File: config.mk
export PLATFORM = sky130hd
export DESIGN_NAME = rgb_pwm_sequencer
export DESIGN_NICKNAME = d
export VERILOG_FILES = /design/src/rtl/rgb_pwm_sequencer.sv
export SDC_FILE = /design/constraint.sdc
export NUM_CORES = 1
export LEC_CHECK = 0
export BUFFER_PORTS_ARGS = -buffer_cell sky130_fd_sc_hd__buf_4
export CELL_PAD_IN_SITES_DETAIL_PLACEMENT = 0
export CELL_PAD_IN_SITES_GLOBAL_PLACEMENT = 1
export CORE_MARGIN = 3
export CORE_UTILIZATION = 45
export DETAILED_ROUTE_END_ITERATION = 8
export PLACE_DENSITY_LB_ADDON = 0.1
export SETUP_SLACK_MARGIN = 0.05
export SLEW_MARGIN = 20
export SYNTH_ARGS = -nofsm -noshare
export SYNTH_HDL_FRONTEND = slang
export SYNTH_SLANG_ARGS = --single-unit
File: constraint.sdc
create_clock -name hw_clk -period 4.65 [get_ports hw_clk]
set_input_delay 1.1625 -clock hw_clk [delete_from_list [all_inputs] [get_ports hw_clk]]
set_output_delay 1.1625 -clock hw_clk [all_outputs]
set_load 0.05 [all_outputs]
File: src/rtl/rgb_pwm_sequencer.sv
// Colour-cycling breathing PWM generator for the RGB LED driver primitive.
// Red, green and blue in turn fade up, hold at full brightness, then fade down.
module rgb_pwm_sequencer #(
    parameter int PWM_BITS     = 8,
    parameter int PRESCALE     = 1024,
    parameter int STEP_PERIODS = 1,
    parameter int HOLD_STEPS   = 64
) (
    input  logic       hw_clk,
    input  logic       rst_n,
    input  logic       enable,
    output logic       pwm_red,
    output logic       pwm_green,
    output logic       pwm_blue,
    output logic [1:0] colour_idx,
    output logic       cycle_done
);

    localparam int PRE_W  = (PRESCALE > 1) ? $clog2(PRESCALE) : 1;
    localparam int STEP_W = (STEP_PERIODS > 1) ? $clog2(STEP_PERIODS) : 1;
    localparam int HOLD_W = (HOLD_STEPS > 1) ? $clog2(HOLD_STEPS) : 1;

    localparam logic [PRE_W-1:0]    PRE_LAST  = PRE_W'(PRESCALE - 1);
    localparam logic [STEP_W-1:0]   STEP_LAST = STEP_W'(STEP_PERIODS - 1);
    localparam logic [HOLD_W-1:0]   HOLD_LAST = HOLD_W'(HOLD_STEPS - 1);
    localparam logic [PWM_BITS-1:0] LVL_MAX   = {PWM_BITS{1'b1}};
    localparam logic [PWM_BITS-1:0] LVL_ZERO  = '0;

    typedef enum logic [1:0] {
        ST_IDLE,
        ST_FADE_UP,
        ST_HOLD,
        ST_FADE_DOWN
    } state_e;

    state_e              state_q,    state_d;
    logic [PRE_W-1:0]    pre_cnt_q,  pre_cnt_d;
    logic [PWM_BITS-1:0] pwm_cnt_q,  pwm_cnt_d;
    logic [STEP_W-1:0]   step_cnt_q, step_cnt_d;
    logic [HOLD_W-1:0]   hold_cnt_q, hold_cnt_d;
    logic [PWM_BITS-1:0] level_q,    level_d;
    logic [PWM_BITS-1:0] shadow_q,   shadow_d;
    logic [1:0]          colour_q,   colour_d;
    logic [2:0]          pwm_q,      pwm_d;
    logic                done_q,     done_d;

    logic tick;
    logic period_end;
    logic step;
    logic pwm_on;

    function automatic logic [PWM_BITS-1:0] level_inc(input logic [PWM_BITS-1:0] lvl);
        return (lvl == LVL_MAX) ? lvl : lvl + PWM_BITS'(1);
    endfunction

    function automatic logic [PWM_BITS-1:0] level_dec(input logic [PWM_BITS-1:0] lvl);
        return (lvl == LVL_ZERO) ? lvl : lvl - PWM_BITS'(1);
    endfunction

    function automatic logic [1:0] colour_next(input logic [1:0] col);
        return (col == 2'd2) ? 2'd0 : col + 2'd1;
    endfunction

    always_comb begin
        tick       = (pre_cnt_q == PRE_LAST);
        period_end = tick && (pwm_cnt_q == LVL_MAX);
        step       = period_end && (step_cnt_q == STEP_LAST);

        state_d    = state_q;
        pre_cnt_d  = pre_cnt_q;
        pwm_cnt_d  = pwm_cnt_q;
        step_cnt_d = step_cnt_q;
        hold_cnt_d = hold_cnt_q;
        level_d    = level_q;
        shadow_d   = shadow_q;
        colour_d   = colour_q;
        done_d     = 1'b0;
        pwm_d      = 3'b000;
        pwm_on     = 1'b0;

        if (!enable) begin
            state_d    = ST_IDLE;
            pre_cnt_d  = '0;
            pwm_cnt_d  = '0;
            step_cnt_d = '0;
            hold_cnt_d = '0;
            level_d    = '0;
            shadow_d   = '0;
            colour_d   = 2'd0;
        end else begin
            pre_cnt_d = tick ? '0 : pre_cnt_q + PRE_W'(1);
            if (tick) begin
                pwm_cnt_d = pwm_cnt_q + PWM_BITS'(1);
            end
            if (period_end) begin
                step_cnt_d = step ? '0 : step_cnt_q + STEP_W'(1);
            end

            unique case (state_q)
                ST_IDLE: begin
                    state_d    = ST_FADE_UP;
                    level_d    = '0;
                    colour_d   = 2'd0;
                    hold_cnt_d = '0;
                end
                ST_FADE_UP: begin
                    if (step) begin
                        level_d = level_inc(level_q);
                        if (level_d == LVL_MAX) begin
                            state_d    = ST_HOLD;
                            hold_cnt_d = '0;
                        end
                    end
                end
                ST_HOLD: begin
                    if (step) begin
                        if (hold_cnt_q == HOLD_LAST) begin
                            state_d    = ST_FADE_DOWN;
                            hold_cnt_d = '0;
                        end else begin
                            hold_cnt_d = hold_cnt_q + HOLD_W'(1);
                        end
                    end
                end
                ST_FADE_DOWN: begin
                    if (step) begin
                        level_d = level_dec(level_q);
                        if (level_d == LVL_ZERO) begin
                            colour_d = colour_next(colour_q);
                            done_d   = (colour_q == 2'd2);
                            state_d  = ST_FADE_UP;
                        end
                    end
                end
                default: state_d = ST_IDLE;
            endcase

            // Shadow only reloads at the wrap, so a level change never cuts a period short.
            if (period_end) begin
                shadow_d = level_d;
            end

            pwm_on = (pwm_cnt_d < shadow_d);
            case (colour_d)
                2'd0:    pwm_d[0] = pwm_on;
                2'd1:    pwm_d[1] = pwm_on;
                2'd2:    pwm_d[2] = pwm_on;
                default: pwm_d    = 3'b000;
            endcase
        end
    end

    always_ff @(posedge hw_clk or negedge rst_n) begin
        if (!rst_n) begin
            state_q    <= ST_IDLE;
            pre_cnt_q  <= '0;
            pwm_cnt_q  <= '0;
            step_cnt_q <= '0;
            hold_cnt_q <= '0;
            level_q    <= '0;
            shadow_q   <= '0;
            colour_q   <= 2'd0;
            pwm_q      <= 3'b000;
            done_q     <= 1'b0;
        end else begin
            state_q    <= state_d;
            pre_cnt_q  <= pre_cnt_d;
            pwm_cnt_q  <= pwm_cnt_d;
            step_cnt_q <= step_cnt_d;
            hold_cnt_q <= hold_cnt_d;
            level_q    <= level_d;
            shadow_q   <= shadow_d;
            colour_q   <= colour_d;
            pwm_q      <= pwm_d;
            done_q     <= done_d;
        end
    end

    assign pwm_red    = pwm_q[0];
    assign pwm_green  = pwm_q[1];
    assign pwm_blue   = pwm_q[2];
    assign colour_idx = colour_q;
    assign cycle_done = done_q;

endmodule
# --- Word level (Yosys, flattened, before mapping) ---
# Index checks and enable logic that the tools add are counted.
word_totals:
  out_inout_bits: 6
  inputBits: 3
  register_bits: 49
classes:
  eq_ne: 19
  n_reduce_logical: 8
  n_bitwise: 1
  n_mux: 45
  n_lt_le_gt_ge: 1
  n_addsub: 7
op_table:
  columns: ["cell", "n"]
  rows:
  - ["two-way mux 8 bit", 11]
  - ["two-way mux 6 bit", 5]
  - ["== test 8 bit (second input constant)", 3]
  - ["two-way mux 2 bit", 12]
  - ["case mux 8 bit (3 select lines)", 1]
  - ["two-way mux 10 bit", 2]
  - ["!= test 3 bit (second input constant)", 6]
  - ["case mux 6 bit (3 select lines)", 1]
  - ["adder 8 x 1 -> 8 bit (second input constant)", 2]
  - ["zero test 8 bit", 2]
  - ["adder 10 x 1 -> 10 bit (second input constant)", 1]
  - ["== test 10 bit (second input constant)", 1]
  - ["two-way mux 1 bit", 10]
  - ["== test 2 bit (second input constant)", 4]
  - ["< comparator 8 bit", 1]
  - ["case mux 2 bit (4 select lines)", 1]
  - ["subtractor 8 x 1 -> 8 bit (second input constant)", 1]
  - ["adder 6 x 1 -> 6 bit (second input constant)", 1]
  - ["== test 6 bit (second input constant)", 1]
  - ["AND reduction 6 bit", 1]
  - ["== test 2 x 1 -> 1 bit (second input constant)", 2]
  - ["zero test 2 bit", 2]
  - ["!= test 4 x 1 -> 1 bit (second input constant)", 1]
  - ["case mux 2 bit (2 select lines)", 1]
  - ["7 further kinds", 8]

# --- Longest topological paths before layout ---
# Gate-level depths: netlist of the first run.
depth:
  ltp_word: 10
  ltp_mapped: 15
  mapped_depth_nobuf: 14

# --- Least setup slack after synthesis of the first run ---
# Ideal clock, no wire load.
synth_timing:
  path_kind: "register to register"
  startpoint: "register level_q[0]"
  endpoint: "register pwm_q[1]"
  synth_period_minus_slack_ns: 3.243
  path_slack_ns: 1.407
  arrival_ns: 3.111
  stages_incl_launch_ff: 16
  required_ns: 4.518
  setup_time_ns: 0.132
  cell_sequence: "dfrtp_1 > buf_2 > inv_1 > ha_1 > or4b_1 > a21oi_1 > nand3_1 > a221o_1 > a22o_1 > mux2i_1 > ha_1 > nand4_1 > a21oi_1 > o311ai_0 > a21oi_1 > nor4_1"
synth_via:
  elab_chain_cells: 10
synth_lines:
  columns: ["element", "line_no", "rtl"]
  rows:
  - ["start, declared", "41", "logic [PWM_BITS-1:0] level_q, level_d;"]
  - ["start signal, assigned", "171", "level_q <= level_d;"]
  - ["branches (longest 8 deep; another with subtractor 8 x 1 -> 8 bit)", null, null]
  - ["two-way mux 1 bit *", "144", "case (colour_d)"]
  - ["two-way mux 3 bit *", "81", "if (!enable) begin"]
  - ["named net pwm_d[1]", "44", "logic [2:0] pwm_q, pwm_d;"]
  - ["end signal, assigned", "174", "pwm_q <= pwm_d;"]
  - ["end, declared", "44", null]
# Mark *: on every way through the listed nets, which the timed path passes. The select of a mux whose other input is x is not followed.
# A chain may end at the register's enable or synchronous reset.

# --- Worst setup path in the final report of the first run ---
# Same ends and word-level chain as after synthesis.

==> results of run 1 <==
## placed cells by master, fill, tap and decap left out, types with 6 or more instances in the layout
| cell | n |
|---|---|
| ha_1 | 17 |
| inv_1 | 14 |
| o21ai_0 | 8 |
| or3_1 | 6 |
| o211ai_1 | 6 |
| nor3_1 | 10 |
| nand2_1 | 30 |
| xor2_1 | 8 |
| mux2i_1 | 9 |
| nor2_1 | 28 |
| nand4_1 | 10 |
| nand3_1 | 14 |
| and3_1 | 16 |
| a21oi_1 | 19 |
| and2_1 | 16 |
| xnor2_1 | 8 |
| buf_4 | 9 |
| dfrtp_1 | 49 |
## stage by stage
step / power, mW / hold slack [ns] / cells
floorplan: 0.652 / 0.455 / 393
global placement: 0.718 / 0.471 / 478
detailed placement: 0.719 / 0.486 / 478
CTS: 1.05 / 0.501 / 486
global route: 1.10 / 0.532 / 486
finish: 1.04 / 0.501 / 486
## per-layer routing
layer	wire (µm)	global-route usage	share of wire	vias to the layer above
met5	0	0	0	-
met4	145	0.0565	0.016	0
met3	317	0.0466	0.036	10
met2	4070	0.332	0.46	55
met1	4320	0.306	0.49	1464
li1	-	-	-	1446
## kinds of logic (layout without fill, tap and decap cells)
family                   after synthesis  count (layout)  share of synthesized area
buffers and inverters                 37              31                     0.0449
AO/OA/AOI/OAI                         91              91                      0.198
multiplexers                          13              13                     0.0393
adder cells (fa/ha/maj)               17              17                     0.0596
XOR/XNOR                              16              16                     0.0393
AND/OR/NAND/NOR                      170             170                      0.276
flip-flops                            49              49                      0.343
## registers in the layout, indices dropped and copies added, names as in the netlist
| name | count |
|---|---|
| pre_cnt_q | 10 |
| level_q | 8 |
| pwm_cnt_q | 8 |
| shadow_q | 8 |
| hold_cnt_q | 6 |
| pwm_q | 3 |
| colour_idx | 2 |
| state_q | 2 |
| cycle_done | 1 |
| step_cnt_q | 1 |
## power by group through the flow
stage / clock (mW) / combinational [mW] / sequential [mW]
finish: 0.325 / 0.262 / 0.448
global route: 0.358 / 0.290 / 0.451
CTS: 0.335 / 0.263 / 0.448
detailed placement: 0 / 0.262 / 0.457
global placement: 0 / 0.262 / 0.456
floorplan: 0 / 0.198 / 0.455
## final timing paths
kind / from / depth (start not counted) / slack [ns] / endpoint
min reg2reg: pre_cnt_q[0]$_DFF_PN0_ / 1 / 0.50 / pre_cnt_q[0]$_DFF_PN0_
max reg2reg: level_q[0]$_DFF_PN0_ / 14 / 0.86 / pwm_q[1]$_DFF_PN0_
min: pre_cnt_q[0]$_DFF_PN0_ / 1 / 0.50 / pre_cnt_q[0]$_DFF_PN0_
max: level_q[0]$_DFF_PN0_ / 14 / 0.86 / pwm_q[1]$_DFF_PN0_
max in group asynchronous: rst_n / 1 / 3.33 / shadow_q[0]$_DFF_PN0_
min in group asynchronous: rst_n / 1 / 0.87 / hold_cnt_q[2]$_DFFE_PN0P_
## final cells by class
class,count,share of cell area
Clock buffer,5,0.0182
Sequential cell,49,0.325
Clock inverter,3,0.0129
Inverter,14,0.0139
Tap cell,99,0.0328
Multi-Input combinational cell,307,0.579
Timing Repair Buffer,9,0.0179
==> flow_summary.toml, run 1 <==
[clock_network]
clk_pin_slew_ns = 0.10
clock-root-buffer = "clkbuf_8"
insertion_delay_ns = 0.31
ctsLongestPathBuffers = 2
post-cts-setup-buffers = 0
cts_hold_repair.buffers = 0
numCtsBuffers = 5
cts_sinks = 49
cts_tree = "built"
cts_max_level = 2
postCtsResizedCells = 0

[route]
vias = 2975
drc = 0
drt_wl_total_um = 8860
first_pass_iters = 5
post_drt_wl_per_cell_um = 18.2
routed_via_density = 6.12
antenna_left = 0
drtIter0Drc = 222

[synthesis]
synth.area.top_cells = "dfrtp_1, ha_1, nand2_1, nor2_1, and2_1"
yosysWarnings = 0
synth-main-ff-cell = "dfrtp_1"
synth_commonest_cells = "dfrtp_1, nand2_1, nor2_1, a21oi_1, ha_1"
synth-edff-count = 0
synthCells = 393
synthesis.nets = 413
async_flop_share = 1.00
yosys.cell_types.count = 76
ys_ff_latch = 49
synth_top_cell_area_share = 0.343
synth.most_common_cell = "dfrtp_1"
syn_area_mm2 = 0.00357
ys_seq_area_frac = 0.343
post_synth.cell_area_avg_um2 = 9.08
synth_top_area_cell = "dfrtp_1"

[finish]
fin_nets = 406
fill_cells = 721
final_util = 0.504
layout-drive-gt1-share = 0.0982
multiInputGateArea_mm2 = 0.00218
syn_to_final_growth_pct = 5.64
fin_area_mm2 = 0.00377
ff_latch_area_mm2 = 0.00123
num_antenna_cells = 0

[timing]
worst_slew_pin_slew_ns = 0.746
max_slew_margin = 0.503
fmax_mhz = 264
period_minus_slack_ns = 3.79
worst_slack_ns = 0.865
period_share = 0.814
rsz0062_at_grt = "false"
fin_setup_tns_ns = 0
hold_viol = 0
maxSlewViolCount = 0
fin_skew_ns = 0.00651
finalSetupViolations = 0

[worst_setup_path]
max_stage_delay_ns = 0.56
cp_top_family = "compound AO/OA/AOI/OAI gates"
cp.required_ns = 4.84
critPathArrivalTime_ns = 3.97
crit_top_cell = "a21oi_1"
worstPathCellList = "inv_1 -> ha_1 -> or4b_1 -> a21oi_1 -> nand3_1 -> a221o_1 -> a22o_1 -> mux2i_1 -> ha_1 -> nand4_1 -> a21oi_1 -> o311ai_0 -> a21oi_1 -> nor4_1"
worst-path-buf-inv = 1
critPathKind = "reg2reg"
worst_setup_path_start_kind = "register"
cp_max_fo = 13
slowest_stage = "dfrtp_1"
cp-end-kind = "register"

[placement]
place_ws_ns = 0.891
dp_hpwl_um = 6330
portBuffers = 8
placed_cell_area_mm2 = 0.00365
place_congestion = 0.887

[pwr]
p_per_area_mw_per_mm2 = 275
combPwrFrac = 0.253
clockPowerShare = 0.314
power_switching_mw = 0.333
ir_drop_mv = 0.116
internal-power_mw = 0.702
p_leak_nw = 1.60
pwr-share-seq = 0.433
swShare = 0.322

[worst_hold_path]
hold_path_class = "reg2reg"

[die]
ios = 9
start_util = 0.477
die_y_um = 95.1
coreArea_mm2 = 0.00749
rows = 31
fp.dieW_um = 95.1
die-area_mm2 = 0.00904

[global_route]
grt_pass1_vias = 2975
grt_max_degree = 50
track_usage = 0.215
grt_pass1_wl_um = 15200
overflow = 0
antenna_found_initial = 0

[job]
maxCapViolCount = 0

[run_status]
status = "complete, no violations"
(Power assumes the default switching activity.)
==> inputs of run 2 (changes only) <==
--- a/config.mk
+++ b/config.mk
@@ -9,7 +9,7 @@
 export CELL_PAD_IN_SITES_DETAIL_PLACEMENT = 0
 export CELL_PAD_IN_SITES_GLOBAL_PLACEMENT = 1
 export CORE_MARGIN = 3
-export CORE_UTILIZATION = 45
+export CORE_UTILIZATION = 44
 export DETAILED_ROUTE_END_ITERATION = 8
 export PLACE_DENSITY_LB_ADDON = 0.1
 export SETUP_SLACK_MARGIN = 0.05
==> constraint.sdc (replaced) <==
create_clock -name hw_clk -period 3.4 [get_ports hw_clk]
set_input_delay 0.85 -clock hw_clk [delete_from_list [all_inputs] [get_ports hw_clk]]
set_output_delay 0.85 -clock hw_clk [all_outputs]
set_load 0.05 [all_outputs]
==> run 2 against run 1 <==
Net effect: register-to-register slack lost 0.74 ns; fmax grew 16%; global-route usage grew 0.75 points; power grew 41%; critical path type unchanged.
==> flow_summary.toml, run 2 (synthesized netlist as in run 1, its figures left out) <==
[run_status]
status = "complete, no violations"

[global_route]
overflow = 0
antenna_found_initial = 0
grt_pass1_vias = 3060
track_usage = 0.223
grt_max_degree = 50
grt_pass1_wl_um = 15800

[pwr]
swShare = 0.316
combPwrFrac = 0.277
pwr-share-seq = 0.421
internal-power_mw = 1.00
ir_drop_mv = 0.209
clockPowerShare = 0.303
p_per_area_mw_per_mm2 = 343
p_leak_nw = 1.85
power_switching_mw = 0.462

[timing]
period_share = 0.963
worst_slack_ns = 0.124
worst_hold_slack_ns = 0.532
fmax_mhz = 305
max_slew_margin = 0.575
period_minus_slack_ns = 3.28
maxSlewViolCount = 0
hold_viol = 0
fin_skew_ns = 0.0136
finalSetupViolations = 0
worst_slew_pin_slew_ns = 0.638
fin_setup_tns_ns = 0
rsz0062_at_grt = "true"

[finish]
final_cell_mix = "buf_4, dfrtp_1, nand2_1"
fin_nets = 452
ff_latch_area_mm2 = 0.00123
layout-drive-gt1-share = 0.252
fill_cells = 744
largest_reg_flops = 10
regMostFlops = "pre_cnt_q"
final_common_cell = "buf_4"
syn_to_final_growth_pct = 19.2
final_cell_count_no_fill = 535
num_antenna_cells = 0
fin_area_mm2 = 0.00426
multiInputGateArea_mm2 = 0.00231

[route]
antenna_left = 0
routed_via_density = 5.92
vias = 3165
drtIter0Drc = 165
first_pass_iters = 4
drt_wl_total_um = 9750
drc = 0
post_drt_wl_per_cell_um = 18.2

[die]
rows = 32
fp.dieW_um = 96.1
die_y_um = 96.1
coreArea_mm2 = 0.00781
start_util = 0.457
ios = 9
die-area_mm2 = 0.00923

[placement]
dp_hpwl_um = 7080
placed_cells = 514
place_ws_ns = -0.0188
portBuffers = 8
placed_cell_area_mm2 = 0.00391
place_congestion = 0.876

[clock_network]
insertion_delay_ns = 0.31
cts_sinks = 49
numCtsBuffers = 5
cts_tree = "built"
ctsLongestPathBuffers = 2
cts_hold_repair.buffers = 0
clk_pin_slew_ns = 0.09
clock-root-buffer = "clkbuf_8"
cts_max_level = 2

[worst_hold_path]
hold_path_class = "reg2reg"

[worst_setup_path]
rrSetupSlack_ns = 0.12
cp_max_fo = 5
cp.required_ns = 3.62
critPathKind = "reg2reg"
cp-end-kind = "register"
worst_setup_path_start_kind = "register"
critPathArrivalTime_ns = 3.50

[job]
maxCapViolCount = 0
run 2: layout make-up:
class / count / share of cell area
clock buffer: 7 / 0.0203
clock inverter: 1 / 0.00706
inverter: 14 / 0.0123
multi-input combinational: 307 / 0.543
sequential: 49 / 0.289
tap: 102 / 0.0300
timing repair buffer: 55 / 0.0988
run 2: per-layer routing:
metal / global-route usage / up-vias / wire [µm]
li1: - / 1537 / -
met1: 0.309 / 1549 / 4460
met2: 0.357 / 64 / 4680
met3: 0.0305 / 15 / 404
met4: 0.0735 / 0 / 202
met5: 0 / - / 0
run 2: worst paths after layout:
| kind | startpoint | to | cells after the start |
|---|---|---|---|
| setup / recovery | pwm_cnt_q[4]$_DFF_PN0_ | pwm_q[0]$_DFF_PN0_ | 14 |
| hold / removal | hold_cnt_q[1]$_DFFE_PN0P_ | hold_cnt_q[1]$_DFFE_PN0P_ | 1 |
| setup reg to reg | pwm_cnt_q[4]$_DFF_PN0_ | pwm_q[0]$_DFF_PN0_ | 14 |
| hold reg to reg | hold_cnt_q[1]$_DFFE_PN0P_ | hold_cnt_q[1]$_DFFE_PN0P_ | 1 |
| max in group asynchronous | rst_n | pwm_cnt_q[3]$_DFF_PN0_ | 1 |
| min in group asynchronous | rst_n | hold_cnt_q[5]$_DFFE_PN0P_ | 1 |
run 2: worst max-delay path: stages, from the launching register on:
cell and delay (ns):
dfrtp_1 0.40, nand4_1 0.18, buf_4 0.18, or4_4 0.52, nor2_4 0.22, a21oi_1 0.10
o32a_1 0.34, mux2i_2 0.20, ha_1 0.27, a21oi_1 0.13, nor2b_1 0.06, o21ai_0 0.14
nand4b_1 0.13, buf_6 0.15, a211oi_2 0.18
run 2: power groups by stage:
stage               logic [mW]  registers, mW  clock network [mW]
detailed placement       0.384          0.627                   0
floorplan                0.270          0.622                   0
global route             0.441          0.617               0.483
finish                   0.404          0.615               0.442
global placement         0.388          0.625                   0
CTS                      0.388          0.615               0.456
run 2: stage by stage:
step | utilization | power (mW)
global placement | 0.500 | 1.01
finish | 0.545 | 1.46
detailed placement | 0.500 | 1.01
global route | 0.545 | 1.54
floorplan | - | 0.892
CTS | 0.517 | 1.46
run 2: timing repair:
item | 4_1_cts | 5_1_grt
endpoints found under the setup margin | 2 | 3
buffers inserted | 1 | 12
pin swaps | 0 | 24
gates resized for setup | 3 | 32
==> inputs of run 3 (changes only) <==
--- a/config.mk
+++ b/config.mk
@@ -9,7 +9,7 @@
 export CELL_PAD_IN_SITES_DETAIL_PLACEMENT = 0
 export CELL_PAD_IN_SITES_GLOBAL_PLACEMENT = 1
 export CORE_MARGIN = 3
-export CORE_UTILIZATION = 44
+export CORE_UTILIZATION = 53
 export DETAILED_ROUTE_END_ITERATION = 8
 export PLACE_DENSITY_LB_ADDON = 0.1
 export SETUP_SLACK_MARGIN = 0.05
==> constraint.sdc (replaced) <==
create_clock -name hw_clk -period 4.2 [get_ports hw_clk]
set_input_delay 1.05 -clock hw_clk [delete_from_list [all_inputs] [get_ports hw_clk]]
set_output_delay 1.05 -clock hw_clk [all_outputs]
set_load 0.05 [all_outputs]
==> run 3 against run 2 <==
Net effect: clock skew is 0.0069 ns lower; global-route usage increased by 1.5 points; count of clock-buffer cells in the layout shrank 1; core utilization is 3.6 points higher; worst hold slack worse by 0.037 ns; largest cell class unchanged; clock power decreased by 36%; non-clock buffer count fell by 44; fmax shrank 14%; critical path depth unchanged; worst setup slack gained 0.26 ns; power down 26%.
==> flow_summary.toml, run 3 (synthesized netlist as in run 1, its figures left out) <==
[run_status]
status = "complete, no violations"

[global_route]
grt_pass1_vias = 2804
antenna_found_initial = 0
overflow = 0
grt_max_degree = 50
grt_pass1_wl_um = 14400
track_usage = 0.238

[route]
antenna_left = 0
post_drt_wl_per_cell_um = 18.5
first_pass_iters = 4
drt_wl_total_um = 8600
routed_via_density = 6.45
drc = 0
vias = 3001
drtIter0Drc = 247

[clock_network]
cts_hold_repair.buffers = 0
cts_max_level = 2
ctsLongestPathBuffers = 2
clk_pin_slew_ns = 0.09
cts_tree = "built"
post-cts-setup-buffers = 0
cts_sinks = 49
numCtsBuffers = 5
clock-root-buffer = "clkbuf_8"
postCtsResizedCells = 0
insertion_delay_ns = 0.30

[worst_setup_path]
cp_max_fo = 13
cp-end-kind = "register"
max_stage_delay_ns = 0.58
crit_top_cell = "a21oi_1"
r2r_start = "level_q[0]$_DFF_PN0_"
cp_top_family = "compound AO/OA/AOI/OAI gates"
critPathLaunch = "level_q[0]$_DFF_PN0_"
critPathKind = "reg2reg"
rrSetupSlack_ns = 0.39
slowest_stage = "dfrtp_1"
critPathArrivalTime_ns = 4.00
worstPathCellList = "inv_1 -> ha_1 -> or4b_1 -> a21oi_1 -> nand3_1 -> a221o_1 -> a22o_1 -> mux2i_1 -> ha_1 -> nand4_1 -> a21oi_1 -> o311ai_0 -> a21oi_1 -> nor4_1"
cp.required_ns = 4.38
worst_setup_path_start_kind = "register"
worst-path-buf-inv = 1

[finish]
regMostFlops = "pre_cnt_q"
largest_reg_flops = 10
final_common_cell = "dfrtp_1"
num_antenna_cells = 0
final_cell_mix = "dfrtp_1, nand2_1, nor2_1"
layout-drive-gt1-share = 0.101
final_cell_count_no_fill = 465
fin_nets = 408
syn_to_final_growth_pct = 4.52

[pwr]
p_per_area_mw_per_mm2 = 290
p_leak_nw = 1.59
ir_drop_mv = 0.148

[timing]
hold_viol = 0
fmax_mhz = 262
fin_setup_tns_ns = 0
period_minus_slack_ns = 3.81
period_share = 0.908
finalSetupViolations = 0
max_slew_margin = 0.583
worst_slew_pin_slew_ns = 0.625
fin_skew_ns = 0.00670
rsz0062_at_grt = "false"
maxSlewViolCount = 0

[placement]
placed_cells = 458
portBuffers = 8
place_congestion = 0.860
dp_hpwl_um = 6190

[die]
fp.dieW_um = 88.1
ios = 9
start_util = 0.556
die-area_mm2 = 0.00776
rows = 29
die_y_um = 88.1
coreArea_mm2 = 0.00642

[worst_hold_path]
hp-start = "pre_cnt_q[0]$_DFF_PN0_"
hold_path_class = "reg2reg"

[job]
maxCapViolCount = 0
==> run 3: changes by cell type in the layout (fill, tap and decap cells not counted), moves of 3 or more <==
cell / change
buf_4: -42
a211oi_2: -3
a21oi_1: +3
a211oi_1: +3
==> run 3: layout make-up <==
class	count	area (µm²)
Clock inverter	1	7.51
Inverter	14	52.6
Clock buffer	6	82.6
Fill cell	588	2690
Multi-Input combinational cell	307	2180
Sequential cell	49	1230
Tap cell	77	96.3
Timing Repair Buffer	11	82.6
==> run 3: per-stage QoR <==
stage	hold slack, ns	area [µm²]	setup slack (ns)	util	power [mW]
floorplan	0.455	3570	0.957	-	0.722
global placement	0.465	3640	0.472	0.567	0.807
detailed placement	0.488	3640	0.513	0.567	0.803
finish	0.496	3730	0.388	0.581	1.08
global route	0.531	3730	0.210	0.581	1.15
CTS	0.499	3730	0.482	0.581	1.09
==> run 3: worst reg2reg max path, cell delays in order, from the launching register on <==
cell and delay, ns:
dfrtp_1 0.58, inv_1 0.23, ha_1 0.18, or4b_1 0.51, a21oi_1 0.29, nand3_1 0.12
a221o_1 0.30, a22o_1 0.28, mux2i_1 0.20, ha_1 0.27, nand4_1 0.09, a21oi_1 0.05
o311ai_0 0.11, a21oi_1 0.14, nor4_1 0.34
==> run 3: path summary, 6_finish.rpt <==
kind	to	depth (start not counted)
worst max-delay path	pwm_q[1]$_DFF_PN0_	14
worst min-delay path	pre_cnt_q[0]$_DFF_PN0_	1
worst max register to register	pwm_q[1]$_DFF_PN0_	14
worst min register to register	pre_cnt_q[0]$_DFF_PN0_	1
max in group asynchronous	level_q[7]$_DFF_PN0_	1
min in group asynchronous	hold_cnt_q[2]$_DFFE_PN0P_	1
==> run 3: where the power goes <==
part	switching [mW]	leakage (nW)	internal, mW
combinational	0.184	0.871	0.119
sequential	0.0117	0.680	0.485
clock	0.153	0.0433	0.130
total	0.349	1.59	0.734
==> run 3: per-layer routing <==
layer / track usage / vias to the layer above / wire length (µm)
li1: - / 1446 / -
met1: 0.342 / 1470 / 4100
met2: 0.382 / 77 / 4060
met3: 0.0329 / 8 / 368
met4: 0.0522 / 0 / 76
met5: 0 / - / 0
